### src/rtl/sonar_if.sv
// Sensor-side and result-side signals of the sonar sequencer.
// master = the sequencer, slave = sensor pins plus result consumer.
interface sonar_if #(
  parameter int unsigned N_SENSORS = 4
);
  logic                 enable;
  logic [N_SENSORS-1:0] echo;
  logic [N_SENSORS-1:0] trig;
  logic [9:0]           dist_cm;
  logic [1:0]           dist_id;
  logic                 dist_valid;
  logic                 dist_timeout;
  logic [N_SENSORS-1:0] near;
  logic                 busy;

  modport master (
    input  enable, echo,
    output trig, dist_cm, dist_id, dist_valid, dist_timeout, near, busy
  );

  modport slave (
    output enable, echo,
    input  trig, dist_cm, dist_id, dist_valid, dist_timeout, near, busy
  );
endinterface

### src/rtl/sonar_sequencer.sv
// Round-robin HC-SR04 scheduler: trigger, time the echo in us, divide by 58
// and publish one tagged distance per sensor slot.
module sonar_sequencer #(
  parameter int unsigned N_SENSORS       = 4,
  parameter int unsigned CLKS_PER_US     = 50,
  parameter int unsigned TRIG_US         = 10,
  parameter int unsigned ECHO_TIMEOUT_US = 30000,
  parameter int unsigned SLOT_US         = 40000,
  parameter int unsigned NEAR_CM         = 5
) (
  input  logic     clock,
  input  logic     reset_n,
  sonar_if.master  bus
);

  localparam int unsigned PRE_W  = (CLKS_PER_US > 1) ? $clog2(CLKS_PER_US) : 1;
  localparam int unsigned US_W   = 15;
  localparam int unsigned SLOT_W = 16;
  localparam int unsigned CM_W   = 10;

  localparam logic [PRE_W-1:0]  PRE_LAST  = PRE_W'(CLKS_PER_US - 1);
  localparam logic [US_W-1:0]   TRIG_LAST = US_W'(TRIG_US - 1);
  localparam logic [US_W-1:0]   TO_LAST   = US_W'(ECHO_TIMEOUT_US - 1);
  localparam logic [US_W-1:0]   DIVISOR   = US_W'(58);
  localparam logic [SLOT_W-1:0] SLOT_LAST = SLOT_W'(SLOT_US - 1);
  localparam logic [SLOT_W-1:0] SLOT_END  = SLOT_W'(SLOT_US);
  localparam logic [CM_W-1:0]   CM_MAX    = '1;
  localparam logic [CM_W-1:0]   NEAR_LIM  = CM_W'(NEAR_CM);
  localparam logic [1:0]        SEL_LAST  = 2'(N_SENSORS - 1);

  typedef enum logic [2:0] {
    IDLE, TRIG, WAIT_RISE, MEASURE, DIVIDE, PUBLISH, GUARD
  } state_t;

  state_t               state;
  logic [1:0]           sel;
  logic [US_W-1:0]      us_cnt;
  logic [US_W-1:0]      rem;
  logic [CM_W-1:0]      quo;
  logic [PRE_W-1:0]     pre_cnt;
  logic [SLOT_W-1:0]    slot_cnt;
  logic [N_SENSORS-1:0] echo_m, echo_s, echo_d;

  logic [N_SENSORS-1:0] trig_q, near_q;
  logic [CM_W-1:0]      dist_cm_q;
  logic [1:0]           dist_id_q;
  logic                 dist_valid_q, dist_timeout_q, busy_q;

  logic                 us_tick, echo_cur, echo_rise, slot_done, enter_trig;
  logic                 pub_go, pub_to, pub_near;
  logic [CM_W-1:0]      pub_cm;
  logic [1:0]           sel_next;
  logic [N_SENSORS-1:0] sel_mask, next_mask;
  logic [3:0]           echo_s_w, echo_d_w;

  assign bus.trig         = trig_q;
  assign bus.dist_cm      = dist_cm_q;
  assign bus.dist_id      = dist_id_q;
  assign bus.dist_valid   = dist_valid_q;
  assign bus.dist_timeout = dist_timeout_q;
  assign bus.near         = near_q;
  assign bus.busy         = busy_q;

  // Two-flop synchronizer plus one delay stage for rise detection
  always_ff @(posedge clock or negedge reset_n) begin
    if (!reset_n) begin
      echo_m <= '0;
      echo_s <= '0;
      echo_d <= '0;
    end else begin
      echo_m <= bus.echo;
      echo_s <= echo_m;
      echo_d <= echo_s;
    end
  end

  always_comb begin
    us_tick    = (pre_cnt == PRE_LAST);
    echo_s_w   = 4'(echo_s);
    echo_d_w   = 4'(echo_d);
    echo_cur   = echo_s_w[sel];
    echo_rise  = echo_cur & ~echo_d_w[sel];
    sel_next   = (sel == SEL_LAST) ? 2'd0 : sel + 2'd1;
    sel_mask   = N_SENSORS'(1) << sel;
    next_mask  = N_SENSORS'(1) << sel_next;
    // The tick that carries the timer to SLOT_US ends the slot on that edge
    slot_done  = (slot_cnt >= SLOT_END) || (us_tick && slot_cnt == SLOT_LAST);
    enter_trig = bus.enable && ((state == IDLE) || (state == GUARD && slot_done));
    pub_go     = 1'b0;
    pub_to     = 1'b0;
    case (state)
      WAIT_RISE: if (!echo_rise && us_tick && us_cnt == TO_LAST) begin
        pub_go = 1'b1;
        pub_to = 1'b1;
      end
      MEASURE: if (echo_cur && us_tick && us_cnt == TO_LAST) begin
        pub_go = 1'b1;
        pub_to = 1'b1;
      end
      DIVIDE: if (rem < DIVISOR) pub_go = 1'b1;
      default: ;
    endcase
    pub_cm   = pub_to ? CM_MAX : quo;
    pub_near = !pub_to && (pub_cm <= NEAR_LIM);
  end

  // us prescaler and slot timer, both restarted on TRIG entry
  always_ff @(posedge clock or negedge reset_n) begin
    if (!reset_n) begin
      pre_cnt  <= '0;
      slot_cnt <= '0;
    end else if (enter_trig) begin
      pre_cnt  <= '0;
      slot_cnt <= '0;
    end else if (us_tick) begin
      pre_cnt  <= '0;
      slot_cnt <= slot_cnt + SLOT_W'(1);
    end else begin
      pre_cnt  <= pre_cnt + PRE_W'(1);
    end
  end

  always_ff @(posedge clock or negedge reset_n) begin
    if (!reset_n) begin
      state          <= IDLE;
      sel            <= '0;
      us_cnt         <= '0;
      rem            <= '0;
      quo            <= '0;
      trig_q         <= '0;
      near_q         <= '0;
      dist_cm_q      <= '0;
      dist_id_q      <= '0;
      dist_valid_q   <= 1'b0;
      dist_timeout_q <= 1'b0;
      busy_q         <= 1'b0;
    end else begin
      dist_valid_q <= 1'b0;
      if (pub_go) begin
        state          <= PUBLISH;
        dist_cm_q      <= pub_cm;
        dist_id_q      <= sel;
        dist_timeout_q <= pub_to;
        dist_valid_q   <= 1'b1;
        near_q         <= pub_near ? (near_q | sel_mask) : (near_q & ~sel_mask);
      end
      case (state)
        IDLE: if (bus.enable) begin
          state  <= TRIG;
          sel    <= '0;
          us_cnt <= '0;
          trig_q <= N_SENSORS'(1);
          busy_q <= 1'b1;
        end
        TRIG: if (us_tick) begin
          if (us_cnt == TRIG_LAST) begin
            state  <= WAIT_RISE;
            trig_q <= '0;
            us_cnt <= '0;
          end else begin
            us_cnt <= us_cnt + US_W'(1);
          end
        end
        WAIT_RISE: begin
          if (echo_rise) begin
            // A tick coinciding with the rise belongs to the echo window
            state  <= MEASURE;
            us_cnt <= us_tick ? US_W'(1) : '0;
          end else if (!pub_go && us_tick) begin
            us_cnt <= us_cnt + US_W'(1);
          end
        end
        MEASURE: begin
          if (!echo_cur) begin
            state <= DIVIDE;
            rem   <= us_cnt;
            quo   <= '0;
          end else if (!pub_go && us_tick) begin
            us_cnt <= us_cnt + US_W'(1);
          end
        end
        DIVIDE: if (!pub_go) begin
          rem <= rem - DIVISOR;
          quo <= (quo == CM_MAX) ? quo : quo + CM_W'(1);
        end
        PUBLISH: state <= GUARD;
        GUARD: if (slot_done) begin
          if (bus.enable) begin
            state  <= TRIG;
            sel    <= sel_next;
            us_cnt <= '0;
            trig_q <= next_mask;
          end else begin
            state  <= IDLE;
            sel    <= '0;
            busy_q <= 1'b0;
          end
        end
        default: state <= IDLE;
      endcase
    end
  end

endmodule

### src/flat_wrapper.sv
// flat-port wrapper written by rule: the top's interface ports become plain ports
module sonar_sequencer_flat 
#(
  parameter int unsigned N_SENSORS       = 4,
  parameter int unsigned CLKS_PER_US     = 50,
  parameter int unsigned TRIG_US         = 10,
  parameter int unsigned ECHO_TIMEOUT_US = 30000,
  parameter int unsigned SLOT_US         = 40000,
  parameter int unsigned NEAR_CM         = 5
)
  (clock, reset_n, bus_enable, bus_echo, bus_trig, bus_dist_cm, bus_dist_id, bus_dist_valid, bus_dist_timeout, bus_near, bus_busy);
  sonar_if #(.N_SENSORS(N_SENSORS)) bus_i ();
  input  logic clock;
  input  logic reset_n;
  input wire logic [$bits(bus_i.enable)-1:0] bus_enable;
  input wire logic [$bits(bus_i.echo)-1:0] bus_echo;
  output wire logic [$bits(bus_i.trig)-1:0] bus_trig;
  output wire logic [$bits(bus_i.dist_cm)-1:0] bus_dist_cm;
  output wire logic [$bits(bus_i.dist_id)-1:0] bus_dist_id;
  output wire logic [$bits(bus_i.dist_valid)-1:0] bus_dist_valid;
  output wire logic [$bits(bus_i.dist_timeout)-1:0] bus_dist_timeout;
  output wire logic [$bits(bus_i.near)-1:0] bus_near;
  output wire logic [$bits(bus_i.busy)-1:0] bus_busy;
  assign bus_i.enable = bus_enable;
  assign bus_i.echo = bus_echo;
  assign bus_trig = bus_i.trig;
  assign bus_dist_cm = bus_i.dist_cm;
  assign bus_dist_id = bus_i.dist_id;
  assign bus_dist_valid = bus_i.dist_valid;
  assign bus_dist_timeout = bus_i.dist_timeout;
  assign bus_near = bus_i.near;
  assign bus_busy = bus_i.busy;
  sonar_sequencer #(.N_SENSORS(N_SENSORS), .CLKS_PER_US(CLKS_PER_US), .TRIG_US(TRIG_US), .ECHO_TIMEOUT_US(ECHO_TIMEOUT_US), .SLOT_US(SLOT_US), .NEAR_CM(NEAR_CM)) u_core (.clock(clock), .reset_n(reset_n), .bus(bus_i));
endmodule
### config.mk
export PLATFORM = sky130hd
export DESIGN_NAME = sonar_sequencer_flat
export DESIGN_NICKNAME = d
export VERILOG_FILES = /design/src/rtl/sonar_if.sv /design/src/rtl/sonar_sequencer.sv /design/src/flat_wrapper.sv
export SDC_FILE = /design/constraint.sdc
export NUM_CORES = 1
export LEC_CHECK = 0
export CAP_MARGIN = 20
export CORE_MARGIN = 1
export CORE_UTILIZATION = 65
export DETAILED_ROUTE_END_ITERATION = 16
export GPL_TIMING_DRIVEN = 0
export PLACE_DENSITY_LB_ADDON = 0.1
export SLEW_MARGIN = 10
export SYNTH_ARGS = -nofsm -noshare
export SYNTH_HDL_FRONTEND = slang
export SYNTH_SLANG_ARGS = --single-unit
export TNS_END_PERCENT = 20
### constraint.sdc
create_clock -name clock -period 3.77 [get_ports clock]
set_clock_uncertainty 0.2 [all_clocks]
set_input_delay 0.377 -clock clock [delete_from_list [all_inputs] [get_ports clock]]
set_output_delay 0.377 -clock clock [all_outputs]
set_load 0.02 [all_outputs]
==> flow_summary_export.csv <==
group,metric,value,unit
final_layout,finalInstanceArea,6145,sq um
power,p_per_area,291.2,nW/um^2
clocking,cts_tree,"done",
die,dieArea,8842,sq um
synthesis,synthAdderAreaFrac,3.182,%
routing,drc,0,
power,p_leak,0.002573,uW
die,rows,33,
die,floorplan.initialDensity,67.00,%
timing,finalCriticalPeriod,2.873,ns
critical_path,r2r_start,"u_core.pre_cnt[1]$_DFF_PN0_",
timing,final-setup-viol-count,0,
placement,place_congestion,0.8681,
die,io_pins,30,
synthesis,synth_edf_count,0,
final_layout,final_cell_mix,"dfrtp_1, nor2_1, nand2_1",
routing,via_count,4594,
synthesis,synth_top_family_by_area,"simple AND/OR/NAND/NOR gates",
final_layout,area_growth_syn_to_layout,11.61,%
grt,grt_pass1_wl,20.69,mm
clocking,cts.path.max_buffers,2,
timing,slew_viol_final,0,
power,p_sw_share,23.91,%
clocking,path_clk_slew,0.11,ns
critical_path,crit_fanout,8,
status,status,"finished clean",
placement,port_buffers,29,
routing,drt_iter0_drc,247,
clocking,clk_latency,0.36,ns
routing,first_pass_iters,5,
routing,drtAntennaViolNets,0,
critical_path,rr_endpoint,"u_core.us_cnt[2]$_DFFE_PN0P_",
grt,overflow,0,
final_layout,drive_gt1_share,8.070,%
clocking,cts_hold_repair.buffers,1,
synthesis,synthesis.area,5505,sq um
clocking,htreeDepth,3,
die,die-width,94.03,um
die,die_h,94.03,um
timing,maxSlewHeadroom,50.36,%
final_layout,final_common_cell,"dfrtp_1",
synthesis,yosysWarnings,0,
routing,finalWirelength,12.08,mm
synthesis,ys_ff_latch,101,
synthesis,synth_fp_nets,606,
synthesis,synthSimpleGateAreaFrac,23.86,%
synthesis,netlist-cell-type-count,72,
synthesis,synth_compound_area_share,15.93,%
power,p_int,1361,uW
critical_path,path_class,"register to register",
synthesis,yosysSeqAreaShare,45.91,%
hold_path,min_to,"u_core.echo_s[3]$_DFF_PN0_",
placement,dp_hpwl,8.702,mm
critical_path,startpoint_type,"register",
hold_path,holdPathStages,0,
die,coreArea,8217,sq um
grt,track_usage,29.63,%
timing,worst_pin_slew,0.7419,ns
synthesis,synthMuxAreaShare,2.500,%
timing,finalWorstSetupSlack,0.8968,ns
critical_path,arrival,2.93,ns
clocking,post-cts-setup-buffers,0,
critical_path,rrSetupSlack,0.90,ns
timing,rsz0062_at_grt,"false",
grt,antenna_found_initial,0,
grt,grt_pass1_vias,4505,
timing,fmaxAchievable,348.0,MHz
critical_path,cp-end-kind,"register",
power,power_switching,427.9,uW
synthesis,avgSynthCellArea,9.411,sq um
run,maxCapViolations,0,
placement,dpl_cell_area,5952,sq um
critical_path,cp.required,3.83,ns
power,pwr-share-seq,61.2,%
synthesis,syn_inst,585,
power,peakVddDrop,0.0002291,V
power,p_clk_share,36.0,%
timing,fin_crit_sh,76.21,%
timing,hold_viol,0,
critical_path,r2r_cells,9,
power,comb_power_share,2.8,%
hold_path,hold_class,"register to register",
synthesis,async_flop_share,100.0,%
final_layout,fin_nets,648,
synthesis,synth-main-ff-cell,"dfrtp_1",
final_layout,antenna_cells,0,
placement,dpl_worst_slack,0.9279,ns
routing,wl_per_cell,16.39,um
clocking,cts_resized,0,
hold_path,hp-start,"u_core.echo_m[3]$_DFF_PN0_",
clocking,root_buffer,"clkbuf_8",
routing,vias_per_cell,6.233,
clocking,cts_buffers,9,
synthesis,synth_xor_area_share,3.977,%
clocking,cts_sinks,101,
grt,grt_max_degree,57,
-- cell type report --
class,instances,area (sq um)
plain buffers,40,176.4
clock buffers,10,127.6
clock inverters,6,55.05
fillers,598,2072
inverters,21,78.83
multi-input cells,423,2723
flip-flops and latches,101,2527
well taps,105,131.4
repair buffers,31,325.3
-- registers in the layout, summed over array words and instances, names as in the netlist, named ones only --
register and count:
u_core.bus.busy 1, u_core.bus.dist_cm 10, u_core.bus.dist_id 2, u_core.bus.dist_timeout 1
u_core.bus.dist_valid 1, u_core.bus.trig 4, u_core.echo_d 4, u_core.echo_m 4
u_core.echo_s 4, u_core.pre_cnt 6, u_core.quo 10, u_core.rem 14
u_core.sel 2, u_core.slot_cnt 16, u_core.state 3, u_core.us_cnt 15
-- worst max path at each step --
stage,from,end,slack [ns],cells after the start
final,u_core.pre_cnt[1]$_DFF_PN0_,u_core.us_cnt[2]$_DFFE_PN0P_,0.90,9
after global routing,u_core.pre_cnt[1]$_DFF_PN0_,u_core.us_cnt[8]$_DFFE_PN0P_,0.73,9
after CTS,u_core.pre_cnt[1]$_DFF_PN0_,u_core.us_cnt[2]$_DFFE_PN0P_,0.91,9
after detailed placement,bus_enable,u_core.us_cnt[2]$_DFFE_PN0P_,0.93,7
after global placement,reset_n,u_core.us_cnt[13]$_DFFE_PN0P_,-1.50,1
after floorplan,u_core.pre_cnt[1]$_DFF_PN0_,u_core.us_cnt[0]$_DFFE_PN0P_,1.40,10
-- critical path, cell delays in order, from the launching register on --
cell,delay [ns]
dfrtp_1,0.41
inv_1,0.07
ha_1,0.14
and3_1,0.14
buf_2,0.15
nand4_1,0.27
and3_1,0.28
nor2_1,0.59
nand3_4,0.23
o311ai_1,0.31
-- through the flow --
step / util, % / hold slack, ns / total power, uW / cells / setup TNS (ns)
5_1_grt: 74.78 / 0.1634 / 1859 / 737 / 0
3_5_place_dp: 72.44 / 0.1347 / 1168 / 720 / 0
6_report: 74.78 / 0.1576 / 1789 / 737 / 0
4_1_cts: 74.78 / 0.1590 / 1803 / 737 / 0
3_3_place_gp: 72.13 / 0.1327 / 1162 / 719 / -150.74
2_1_floorplan: - / -0.1186 / 1131 / 585 / 0
-- per-layer routing --
metal	track usage, %	wire, um	up-vias
li1	-	-	2185
met1	39.29	5250	2267
met2	50.43	6151	129
met3	4.450	541	13
met4	8.462	138	0
met5	0	0	-
-- power groups by stage --
stage | registers [uW] | logic (uW) | clock network (uW)
2_1_floorplan | 1120 | 14.9 | 0
3_3_place_gp | 1120 | 45.4 | 0
3_5_place_dp | 1120 | 50.5 | 0
4_1_cts | 1100 | 51.4 | 656
5_1_grt | 1100 | 57.3 | 705
6_report | 1100 | 50.2 | 644
-- cells by family after synthesis --
logic type                 Yosys count
adders and majority gates           14
and+or+nand+nor                    246
DFF                                101
AOI/OAI and AO/OA                  126
buffers and inverters               61
xor gates and xnor gates            25
muxes                               12
-- Yosys cell counts, types with 3 or more instances --
library cell / instances / area [sq um]
or4_1: 3 / 22.52
nand3b_1: 4 / 30.03
xor2_1: 11 / 96.34
or3_1: 4 / 25.02
inv_1: 21 / 78.83
nand2b_1: 3 / 18.77
a211oi_1: 4 / 30.03
nor4_1: 10 / 62.56
nor2b_1: 3 / 18.77
o21a_1: 4 / 30.03
nand4_1: 20 / 125.1
nand2_1: 51 / 191.4
buf_2: 9 / 45.04
nor3_1: 19 / 95.09
mux2i_1: 7 / 70.07
o211ai_1: 8 / 60.06
xnor2_1: 14 / 122.6
ha_1: 14 / 175.2
o22ai_1: 3 / 18.77
a22oi_1: 6 / 45.04
and2_1: 3 / 18.77
a21oi_1: 16 / 80.08
nor2_1: 66 / 247.7
o311ai_1: 3 / 26.28
nor4_2: 4 / 50.05
clkbuf_1: 27 / 101.4
and3_1: 13 / 81.33
o21ai_0: 47 / 235.2
nor4b_1: 3 / 26.28
o22a_1: 8 / 70.07
nor3b_1: 4 / 30.03
a211o_1: 4 / 35.03
nand3_1: 20 / 100.1
dfrtp_1: 101 / 2527
Note: power is estimated with default switching activity, not from simulation.
